<file path="src/rtl/seven_seg_pkg.sv">
// Shared constants and helpers for the seven-segment scanner: hex font, dot bit
// position and output polarity handling.
package seven_seg_pkg;

  localparam int unsigned SEG_DOT = 7;

  // Active-high gfedcba patterns, entry 0 in the low bits.
  localparam logic [15:0][6:0] HEX_FONT = {
    7'h71, 7'h79, 7'h5E, 7'h39, 7'h7C, 7'h77, 7'h6F, 7'h7F,
    7'h07, 7'h7D, 7'h6D, 7'h66, 7'h4F, 7'h5B, 7'h06, 7'h3F
  };

  function automatic logic [6:0] hex_to_seg(input logic [3:0] nibble);
    return HEX_FONT[nibble];
  endfunction

  function automatic logic [7:0] apply_polarity(input logic [7:0] value, input bit active_low);
    return active_low ? ~value : value;
  endfunction

endpackage

</file>
<file path="src/rtl/seven_segments_scanner_if.sv">
// Display-side bundle: value/brightness controls in, anode/segment pins and frame tick out.
interface seven_segments_scanner_if #(
  parameter int unsigned DIGITS   = 3,
  parameter int unsigned BRIGHT_W = 3
);

  logic [4*DIGITS-1:0] input_hex;
  logic [DIGITS-1:0]   dots;
  logic                blank_lz;
  logic [BRIGHT_W-1:0] brightness;
  logic [DIGITS-1:0]   display_7seg_anodes;
  logic [7:0]          display_7seg_bus;
  logic                frame_tick;

  modport master (
    output input_hex, dots, blank_lz, brightness,
    input  display_7seg_anodes, display_7seg_bus, frame_tick
  );

  modport slave (
    input  input_hex, dots, blank_lz, brightness,
    output display_7seg_anodes, display_7seg_bus, frame_tick
  );

endinterface

</file>
<file path="src/rtl/seven_segments_font.sv">
// Combinational hex nibble to active-high gfedcba decode.
module seven_segments_font
  import seven_seg_pkg::*;
(
  input  logic [3:0] nibble,
  output logic [6:0] seg
);

  always_comb begin
    seg = hex_to_seg(nibble);
  end

endmodule

</file>
<file path="src/rtl/seven_segments_scanner.sv">
// Time-multiplexed hex display driver with frame-synchronous capture, leading-zero
// blanking, per-slot PWM brightness and a dark first cycle in every digit slot.
module seven_segments_scanner
  import seven_seg_pkg::*;
#(
  parameter int unsigned DIGITS           = 3,
  parameter int unsigned CLK_HZ           = 1_000_000,
  parameter int unsigned SCAN_HZ          = 1000,
  parameter int unsigned BRIGHT_W         = 3,
  parameter bit          ANODE_ACTIVE_LOW = 1'b1,
  parameter bit          SEG_ACTIVE_LOW   = 1'b1
) (
  input  logic                    clk_1MHz,
  input  logic                    rst,
  seven_segments_scanner_if.slave disp
);

  localparam int unsigned PRESC = CLK_HZ / SCAN_HZ;
  localparam int unsigned SC_W  = (PRESC > 2) ? $clog2(PRESC) : 1;
  localparam int unsigned D_W   = (DIGITS > 1) ? $clog2(DIGITS) : 1;

  localparam logic [SC_W-1:0]   SC_LAST    = SC_W'(PRESC - 1);
  localparam logic [D_W-1:0]    D_LAST     = D_W'(DIGITS - 1);
  localparam logic [DIGITS-1:0] ANODES_OFF = {DIGITS{ANODE_ACTIVE_LOW}};
  localparam logic [7:0]        BUS_OFF    = {8{SEG_ACTIVE_LOW}};

  // The PWM needs at least one cycle per brightness step plus the dark guard cycle.
  if (PRESC < 2 ** BRIGHT_W + 1) begin : g_bad_presc
    $error("seven_segments_scanner: CLK_HZ/SCAN_HZ too small for BRIGHT_W");
  end
  if (DIGITS < 1 || DIGITS > 8) begin : g_bad_digits
    $error("seven_segments_scanner: DIGITS must be 1..8");
  end

  logic [SC_W-1:0]     sc_q, sc_d;
  logic [D_W-1:0]      d_q, d_d;
  logic                sc_last, d_last, load;

  logic [4*DIGITS-1:0] hex_sh_q;
  logic [DIGITS-1:0]   dots_sh_q;
  logic                blz_sh_q;
  logic [BRIGHT_W-1:0] bright_sh_q;

  logic [DIGITS-1:0]   anodes_q, anodes_d;
  logic [7:0]          bus_q, bus_d;
  logic                frame_tick_q;

  logic [31:0]         on_raw, on_cyc;
  logic                lit;
  logic [3:0]          cur_nib;
  logic [6:0]          cur_seg;
  logic [DIGITS-1:0]   blank_vec;
  logic                zero_run;
  logic [DIGITS-1:0]   anodes_ah;
  logic [7:0]          bus_ah;

  // Slot and digit counters; the shadow load coincides with the last cycle of a frame.
  always_comb begin
    sc_last = (sc_q == SC_LAST);
    d_last  = (d_q == D_LAST);
    load    = sc_last & d_last;
    sc_d    = sc_last ? '0 : sc_q + SC_W'(1);
    d_d     = d_q;
    if (sc_last) begin
      d_d = d_last ? '0 : d_q + D_W'(1);
    end
  end

  // PWM on-time from the shadowed brightness, never below one cycle.
  always_comb begin
    on_raw = ((32'(bright_sh_q) + 32'd1) * (PRESC - 1)) >> BRIGHT_W;
    on_cyc = (on_raw == 32'd0) ? 32'd1 : on_raw;
    lit    = (sc_q != '0) && (32'(sc_q) <= on_cyc);
  end

  // Digit i is a leading zero when it and every digit above it are zero.
  always_comb begin
    zero_run  = 1'b1;
    blank_vec = '0;
    for (int i = int'(DIGITS) - 1; i >= 0; i--) begin
      zero_run     = zero_run & (hex_sh_q[4*i +: 4] == 4'h0);
      blank_vec[i] = blz_sh_q & zero_run & (i != 0);
    end
  end

  always_comb begin
    cur_nib = hex_sh_q[4*d_q +: 4];
  end

  seven_segments_font u_font (
    .nibble (cur_nib),
    .seg    (cur_seg)
  );

  // Output next-state; the bus is forced dark whenever no anode is enabled.
  always_comb begin
    anodes_ah = '0;
    bus_ah    = '0;
    if (lit) begin
      anodes_ah            = DIGITS'(1) << d_q;
      bus_ah[6:0]          = blank_vec[d_q] ? 7'h00 : cur_seg;
      bus_ah[SEG_DOT]      = dots_sh_q[d_q];
    end
    anodes_d = anodes_ah ^ {DIGITS{ANODE_ACTIVE_LOW}};
    bus_d    = apply_polarity(bus_ah, SEG_ACTIVE_LOW);
  end

  always_ff @(posedge clk_1MHz or posedge rst) begin
    if (rst) begin
      sc_q         <= '0;
      d_q          <= '0;
      hex_sh_q     <= '0;
      dots_sh_q    <= '0;
      blz_sh_q     <= 1'b0;
      bright_sh_q  <= '0;
      anodes_q     <= ANODES_OFF;
      bus_q        <= BUS_OFF;
      frame_tick_q <= 1'b0;
    end else begin
      sc_q         <= sc_d;
      d_q          <= d_d;
      anodes_q     <= anodes_d;
      bus_q        <= bus_d;
      frame_tick_q <= load;
      if (load) begin
        hex_sh_q    <= disp.input_hex;
        dots_sh_q   <= disp.dots;
        blz_sh_q    <= disp.blank_lz;
        bright_sh_q <= disp.brightness;
      end
    end
  end

  assign disp.display_7seg_anodes = anodes_q;
  assign disp.display_7seg_bus    = bus_q;
  assign disp.frame_tick          = frame_tick_q;

endmodule

</file>
<file path="src/flat_wrapper.sv">
// flat-port wrapper written by rule: the top's interface ports become plain ports
module seven_segments_scanner_flat import seven_seg_pkg::*;
#(
  parameter int unsigned DIGITS           = 3,
  parameter int unsigned CLK_HZ           = 1_000_000,
  parameter int unsigned SCAN_HZ          = 1000,
  parameter int unsigned BRIGHT_W         = 3,
  parameter bit          ANODE_ACTIVE_LOW = 1'b1,
  parameter bit          SEG_ACTIVE_LOW   = 1'b1
)
  (clk_1MHz, rst, disp_input_hex, disp_dots, disp_blank_lz, disp_brightness, disp_display_7seg_anodes, disp_display_7seg_bus, disp_frame_tick);
  seven_segments_scanner_if #(.DIGITS(DIGITS), .BRIGHT_W(BRIGHT_W)) disp_i ();
  input  logic clk_1MHz;
  input  logic rst;
  input wire logic [$bits(disp_i.input_hex)-1:0] disp_input_hex;
  input wire logic [$bits(disp_i.dots)-1:0] disp_dots;
  input wire logic [$bits(disp_i.blank_lz)-1:0] disp_blank_lz;
  input wire logic [$bits(disp_i.brightness)-1:0] disp_brightness;
  output wire logic [$bits(disp_i.display_7seg_anodes)-1:0] disp_display_7seg_anodes;
  output wire logic [$bits(disp_i.display_7seg_bus)-1:0] disp_display_7seg_bus;
  output wire logic [$bits(disp_i.frame_tick)-1:0] disp_frame_tick;
  assign disp_i.input_hex = disp_input_hex;
  assign disp_i.dots = disp_dots;
  assign disp_i.blank_lz = disp_blank_lz;
  assign disp_i.brightness = disp_brightness;
  assign disp_display_7seg_anodes = disp_i.display_7seg_anodes;
  assign disp_display_7seg_bus = disp_i.display_7seg_bus;
  assign disp_frame_tick = disp_i.frame_tick;
  seven_segments_scanner #(.DIGITS(DIGITS), .CLK_HZ(CLK_HZ), .SCAN_HZ(SCAN_HZ), .BRIGHT_W(BRIGHT_W), .ANODE_ACTIVE_LOW(ANODE_ACTIVE_LOW), .SEG_ACTIVE_LOW(SEG_ACTIVE_LOW)) u_core (.clk_1MHz(clk_1MHz), .rst(rst), .disp(disp_i));
endmodule
</file>
<file path="config.mk">
export PLATFORM = sky130hd
export DESIGN_NAME = seven_segments_scanner_flat
export DESIGN_NICKNAME = d
export VERILOG_FILES = /design/src/rtl/seven_seg_pkg.sv /design/src/rtl/seven_segments_scanner_if.sv /design/src/rtl/seven_segments_font.sv /design/src/rtl/seven_segments_scanner.sv /design/src/flat_wrapper.sv
export SDC_FILE = /design/constraint.sdc
export NUM_CORES = 1
export LEC_CHECK = 0
export CAP_MARGIN = 20
export CORE_AREA = 2 2 131 82
export CTS_BUF_LIST = sky130_fd_sc_hd__clkbuf_4 sky130_fd_sc_hd__clkbuf_8
export DETAILED_ROUTE_END_ITERATION = 6
export DIE_AREA = 0 0 133 84
export PLACE_DENSITY = 0.49
export SKIP_CTS_REPAIR_TIMING = 1
export SLEW_MARGIN = 20
export SYNTH_ARGS = -nofsm -noshare
export SYNTH_HDL_FRONTEND = slang
export SYNTH_SLANG_ARGS = --single-unit
</file>
<file path="constraint.sdc">
create_clock -name clk_1MHz -period 5.1 [get_ports clk_1MHz]
set_input_delay 0.51 -clock clk_1MHz [delete_from_list [all_inputs] [get_ports clk_1MHz]]
set_output_delay 0.51 -clock clk_1MHz [all_outputs]
set_load 0.01 [all_outputs]
</file>
---- Word-level counts from Yosys, hierarchy flattened ----
Memories as Yosys holds them, arrays and structs flattened.
Index checks and enable logic that the tools add are counted.
word-level totals
  flip-flop bits (word level) ............. 43
  bits in latches ......................... 0
  memory bits (writable) .................. 0
  memory bits (read-only) ................. 112
  bits of input ports ..................... 21
  output and inout bits ................... 12
  word-level logic and storage cells ...... 43
  memories kept ........................... 1
operators by class
  add/subtract/negate cells ............... 3
  $mul .................................... 1
  divide/modulo/power cells ............... 0
  $lt $le $gt $ge ......................... 3
  equal/unequal tests ..................... 2
  shifts and indexed selects .............. 2
  muxes and demuxes ....................... 11
  bitwise gates (word level) .............. 6
  reductions and logical operators ........ 5
memory list
  memory           depth  width  read ports  clocked after memory_dff  wr ports  line                 text
  (no name shown)  16     7      1           0                         0         seven_seg_pkg.sv:14  return HEX_FONT[nibble];
operator list
  kind                      number
  $le A10 B32 Y1            1
  $logic_not A32 Y1         1
  $mul A32 B10 Y32 const B  1
  $mux W29                  1
  $mux W7                   2
  $shiftx A12 B5 Y4         1
  $add A10 B1 Y10 const B   1
  $eq A10 B10 Y1 const B    1
  $mux W10                  1
  $reduce_bool A10 Y1       1
  $logic_not A4 Y1          2
  $mux W8                   1
  $not A8 Y8                1
  $lt A4 B5 Y1 const B      1
  $add A3 B1 Y4 const B     1
  $and A1 B1 Y1             4
  $bmux W1 S2               2
  $lt A2 B3 Y1 const B      1
  $mux W3                   1
  $not A3 Y3                1
  $shl A1 B2 Y3 const A     1
  $add A2 B1 Y2 const B     1
  $eq A2 B2 Y1 const B      1
  $mux W1                   2
  other kinds (2)           2

---- Depth between registers and ports, before layout ----
  depth in word-level cells ............... 8
  depth in mapped cells ................... 22
  depth with buffers taken out ............ 21

---- Hierarchy ----
Synthesis repeated with hierarchy kept, for this count alone.
unflattened totals
  cells, all modules ...................... 304
  area total of the unflattened synthesis .. 3145.5 um2
by module, submodules not included
  module                  instances  cells each  area each (um2)  seq. area each (um2)
  seven_segments_scanner  1          271         2862.7           1089.8
  seven_segments_font     1          33          282.8            0.0

---- Worst setup path after synthesis ----
No wires, ideal clock.
  kind .................................... register to register
  start point ............................. reg u_core.bright_sh_q[0]
  end point ............................... reg u_core.bus_q[2] (netlist: u_core.disp.display_7seg_bus[2])
  library setup time ...................... 0.099 ns
  data arrival time ....................... 4.765 ns
  required time ........................... 5.001 ns
  slack ................................... 0.236 ns
  cell stages (with the launch flop) ...... 21
  path buffers ............................ 1
  period minus slack after synthesis ...... 4.864 ns
  cells stage by stage .................... dfrtp_1 > ha_1 > xor2_1 > inv_1 > fa_1 > fa_1 > ha_1 > a21o_1 > a31o_1 > a221oi_2 > mux2i_1 > nand3_1 > o41ai_2 > ha_1 > nor2b_1 > o21a_1 > o21ai_0 > nand2_1 > nand4_2 > buf_6 > o2111ai_2
on the way
  longest elaborated chain between the ends .. 8
RTL lines
  what                       line                           text
  start, declared            seven_segments_scanner.sv:42   logic [BRIGHT_W-1:0] bright_sh_q;
  start signal, assigned     seven_segments_scanner.sv:129  bright_sh_q <= disp.brightness;
  $add A3 B1 Y4 (*)          seven_segments_scanner.sv:71   on_raw = ((32'(bright_sh_q) + 32'd1) * (PRESC - 1)) >> BRIGHT_W;
  $mul A32 B10 Y32 (*)       seven_segments_scanner.sv:71
  $logic_not A32 Y1          seven_segments_scanner.sv:72   on_cyc = (on_raw == 32'd0) ? 32'd1 : on_raw;
  $mux W29 (*)               seven_segments_scanner.sv:72
  $le A10 B32 Y1 (*)         seven_segments_scanner.sv:73   lit = (sc_q != '0) && (32'(sc_q) <= on_cyc);
  $logic_and A1 B1 Y1 (*)    seven_segments_scanner.sv:73
  $mux W8 (*)                seven_segments_scanner.sv:99   if (lit) begin
  $not A8 Y8 (*)             seven_seg_pkg.sv:18            return active_low ? ~value : value;
  named net u_core.bus_d[2]  seven_segments_scanner.sv:45   logic [7:0] bus_q, bus_d;
  end signal, assigned       seven_segments_scanner.sv:123  bus_q <= bus_d;
  end, declared              seven_segments_scanner.sv:45
Mark *: on every way through the listed nets, which the timed path passes. The rest lies on a longest branch.
A chain may end at the register's enable or synchronous reset.

---- Worst setup path after layout ----
  start point ............................. reg u_core.bright_sh_q[1]
  end point ............................... reg u_core.anodes_q[1] (netlist: u_core.disp.display_7seg_anodes[1])
on the way
  longest elaborated chain between the ends .. 8
RTL lines
  what                          line                           text
  $add A3 B1 Y4 (*)             seven_segments_scanner.sv:71
  $mul A32 B10 Y32 (*)          seven_segments_scanner.sv:71
  $logic_not A32 Y1             seven_segments_scanner.sv:72
  $mux W29 (*)                  seven_segments_scanner.sv:72
  $le A10 B32 Y1 (*)            seven_segments_scanner.sv:73
  $logic_and A1 B1 Y1 (*)       seven_segments_scanner.sv:73
  $mux W3 (*)                   seven_segments_scanner.sv:99
  $not A3 Y3 (no line) (*)      --
  named net u_core.anodes_d[1]  seven_segments_scanner.sv:44   logic [DIGITS-1:0] anodes_q, anodes_d;
  end signal, assigned          seven_segments_scanner.sv:122  anodes_q <= anodes_d;
  end, declared                 seven_segments_scanner.sv:44
Marks and branches as above.

==> reports/results.tsv <==
metric	value	unit
wl	7.15	mm
cts_inserted_buffers	5	
drtPass1Iterations	4	
synth_area_leaders	dfrtp_1 (26%), ha_1 (16%), dfstp_2 (9.2%)	
fill_cells	1005	
clock_skew	0.00877	ns
path_cells	ha_1 -> xor2_2 -> inv_2 -> fa_2 -> inv_1 -> fa_1 -> inv_1 -> ha_1 -> a21o_1 -> a31o_1 -> a221oi_2 -> mux2i_1 -> nand3_1 -> o41ai_2 -> ha_2 -> nand2_1 -> o32ai_2 -> nor2_4 -> nand4_4 -> nand4b_1	
avgViaCountPerCell	4.83	
clockBufferDepth	2	
layout_commonest_cell	ha_1	
most-common-layout-cells	ha_1 (36), clkdlybuf4s50_1 (32), dfrtp_1 (32), inv_1 (23), nor2_1 (22)	
postSynthNetCount	363	
fin_area	3800	sq um
maxCapViolations	0	
clock-sinks	43	
period_needed	4.80	ns
syn_area	3130	sq um
dieArea	11200	sq um
grt_pass1_wl	12.1	mm
antenna_found_initial	0	
cts-htree-levels	2	
synth_edf_count	0	
grt_max_degree	44	
setup_violations	0	
nNetsFinal	404	
grt_pass1_vias	2306	
synth_top_area_share	25.6	%
finalMaxSlewViolations	0	
yosys_warnings	0	
antennaDiodeCount	0	
antenna_left	0	
initial_utilization	30.9	%
post-route-util	37.5	%
vias	2310	
root_buffer	clkbuf_8	
finalHoldViolCount	0	
timing.hold.ws	0.498	ns
rsz0062_at_grt	false	
gp_congestion	0.882	
path_clk_slew	0.08	ns
grt.overflow.total	0	
cts_tree	done	
grt_use_total	13.7	%
synthCells	297	
cp_max_fo	6	
drc	0	
crit_type	register to register	
irDropWorstVdd	0.0000872	V
cp-end-kind	register	
synth_seq_cells	43	
crit_path_max_incr_delay	0.63	ns
drive_gt1_share	20.1	%
worst_pin_slew	0.885	ns
min_path_type	register to register	
status	complete, no violations	
wl_per_cell	15.0	um
power.density	188	nW/um^2
synth_flop_cell	dfrtp_1	
io_pins	33	
placed_area	3620	sq um
dieHeight	84	um
cpMaxStageDelayCell	fa_2	
yosysSeqAreaShare	34.8	%
die_w	133	um
coreArea	10100	sq um
async_reset_ff_share	100	%
yosysTopAreaCell	dfrtp_1	
synthToLayoutAreaGrowth	21.5	%
cellLeakagePower	1.71	nW
syn_area_per_cell	10.5	sq um
timing.fmax	208	MHz
hpwlAfterDp	5.62	mm
drt-initial-drc-count	121	
cp.required	5.32	ns
maxSlewHeadroom	40.9	%
synth_cell_types	54	
arrival	5.02	ns
row_count	29	
worst_setup_path_start_kind	register	
fin_crit_sh	94.1	%
clk_latency	0.29	ns
io_buffers	32	
==> cells by family after synthesis <==
logic type	Yosys count	share of synthesized area, %
compound gates	53	13.2
xor+xnor	15	4.20
fa+ha+maj	45	19.4
buf+inv	31	4.32
simple gates	84	13.8
flops	43	34.8
mux	26	10.1
==> layout make-up <==
cell class	count	area (sq um)	share of cell area [%]
multi-input combinational	224	1980	52.1
sequential	43	1090	28.7
timing repair buffer	39	373	9.81
tap	139	174	4.58
inverter	25	93.8	2.47
clock buffer	6	76.3	2.01
clock inverter	2	12.5	0.329
==> worst paths after layout <==
kind / endpoint / slack [ns] / start / cells past startpoint
max in group asynchronous: u_core.hex_sh_q[8] / 3.82 / rst / 2
max reg2reg: u_core.disp.display_7seg_anodes[1] / 0.30 / u_core.bright_sh_q[1] / 20
min in group asynchronous: u_core.sc_q[9] / 0.72 / rst / 2
min reg2reg: u_core.sc_q[0] / 0.50 / u_core.sc_q[0] / 1
min: u_core.sc_q[0] / 0.50 / u_core.sc_q[0] / 1
max: u_core.disp.display_7seg_anodes[1] / 0.30 / u_core.bright_sh_q[1] / 20
==> flip-flops by register name, indices dropped and copies added, names as in the netlist <==
signal,flops
u_core.disp.display_7seg_anodes,3
u_core.d_q,2
u_core.sc_q,10
u_core.disp.display_7seg_bus,8
u_core.bright_sh_q,3
u_core.disp.frame_tick,1
u_core.dots_sh_q,3
u_core.blz_sh_q,1
u_core.hex_sh_q,12
==> power by group <==
part / switching, W / internal [W] / total, W
registers: 0.00000679 / 0.000356 / 0.000363
clock network: 0.000113 / 0.000101 / 0.000214
logic: 0.0000684 / 0.0000673 / 0.000136
total: 0.000188 / 0.000525 / 0.000713
==> routing by layer <==
| layer | part of all wire (%) | vias up | global-route usage, % |
|---|---|---|---|
| met5 | 0 | - | 0 |
| met4 | 0.57 | 0 | 2.35 |
| met3 | 4.5 | 5 | 3.40 |
| met2 | 39 | 48 | 17.5 |
| met1 | 55 | 1112 | 22.5 |
| li1 | - | 1145 | - |
==> synth_stat cells (all sizes together) (2+ instances only) <==
cell type  number
o21ai          10
ha             39
inv            25
o21a            3
a221oi          2
a211oi          3
xor2            7
mux2           18
a21oi          10
dfstp          11
or3             3
nand4           6
mux2i           8
nor2b           3
a21o            4
nand3          22
a22oi           5
nor3            3
nor4b           2
dfrtp          32
nand2          16
xnor2           8
o22ai           2
o211ai          2
buf             5
nor2           23
fa              6
==> through the flow <==
stage          setup TNS, ns  instances  worst slack [ns]  total power [W]
6_report                   0        478             0.303         0.000713
5_1_grt                    0        478            0.0131         0.000758
4_1_cts               -0.508        475           -0.0833         0.000720
3_5_place_dp          -0.157        467           -0.0476         0.000498
3_3_place_gp               0        467             0.144         0.000498
2_1_floorplan              0        297             0.236         0.000448
==> critical path: cells and delay by family (launching register included) <==
kind	cells	cell delay, ns
adder cells (fa/ha/maj)	5	1.84
AND/OR/NAND/NOR	5	0.71
flip-flops	1	0.42
XOR/XNOR	1	0.20
buffers and inverters	3	0.20
AO/OA/AOI/OAI	5	1.05
multiplexers	1	0.27
No activity file was read; power rests on OpenSTA's default activity.
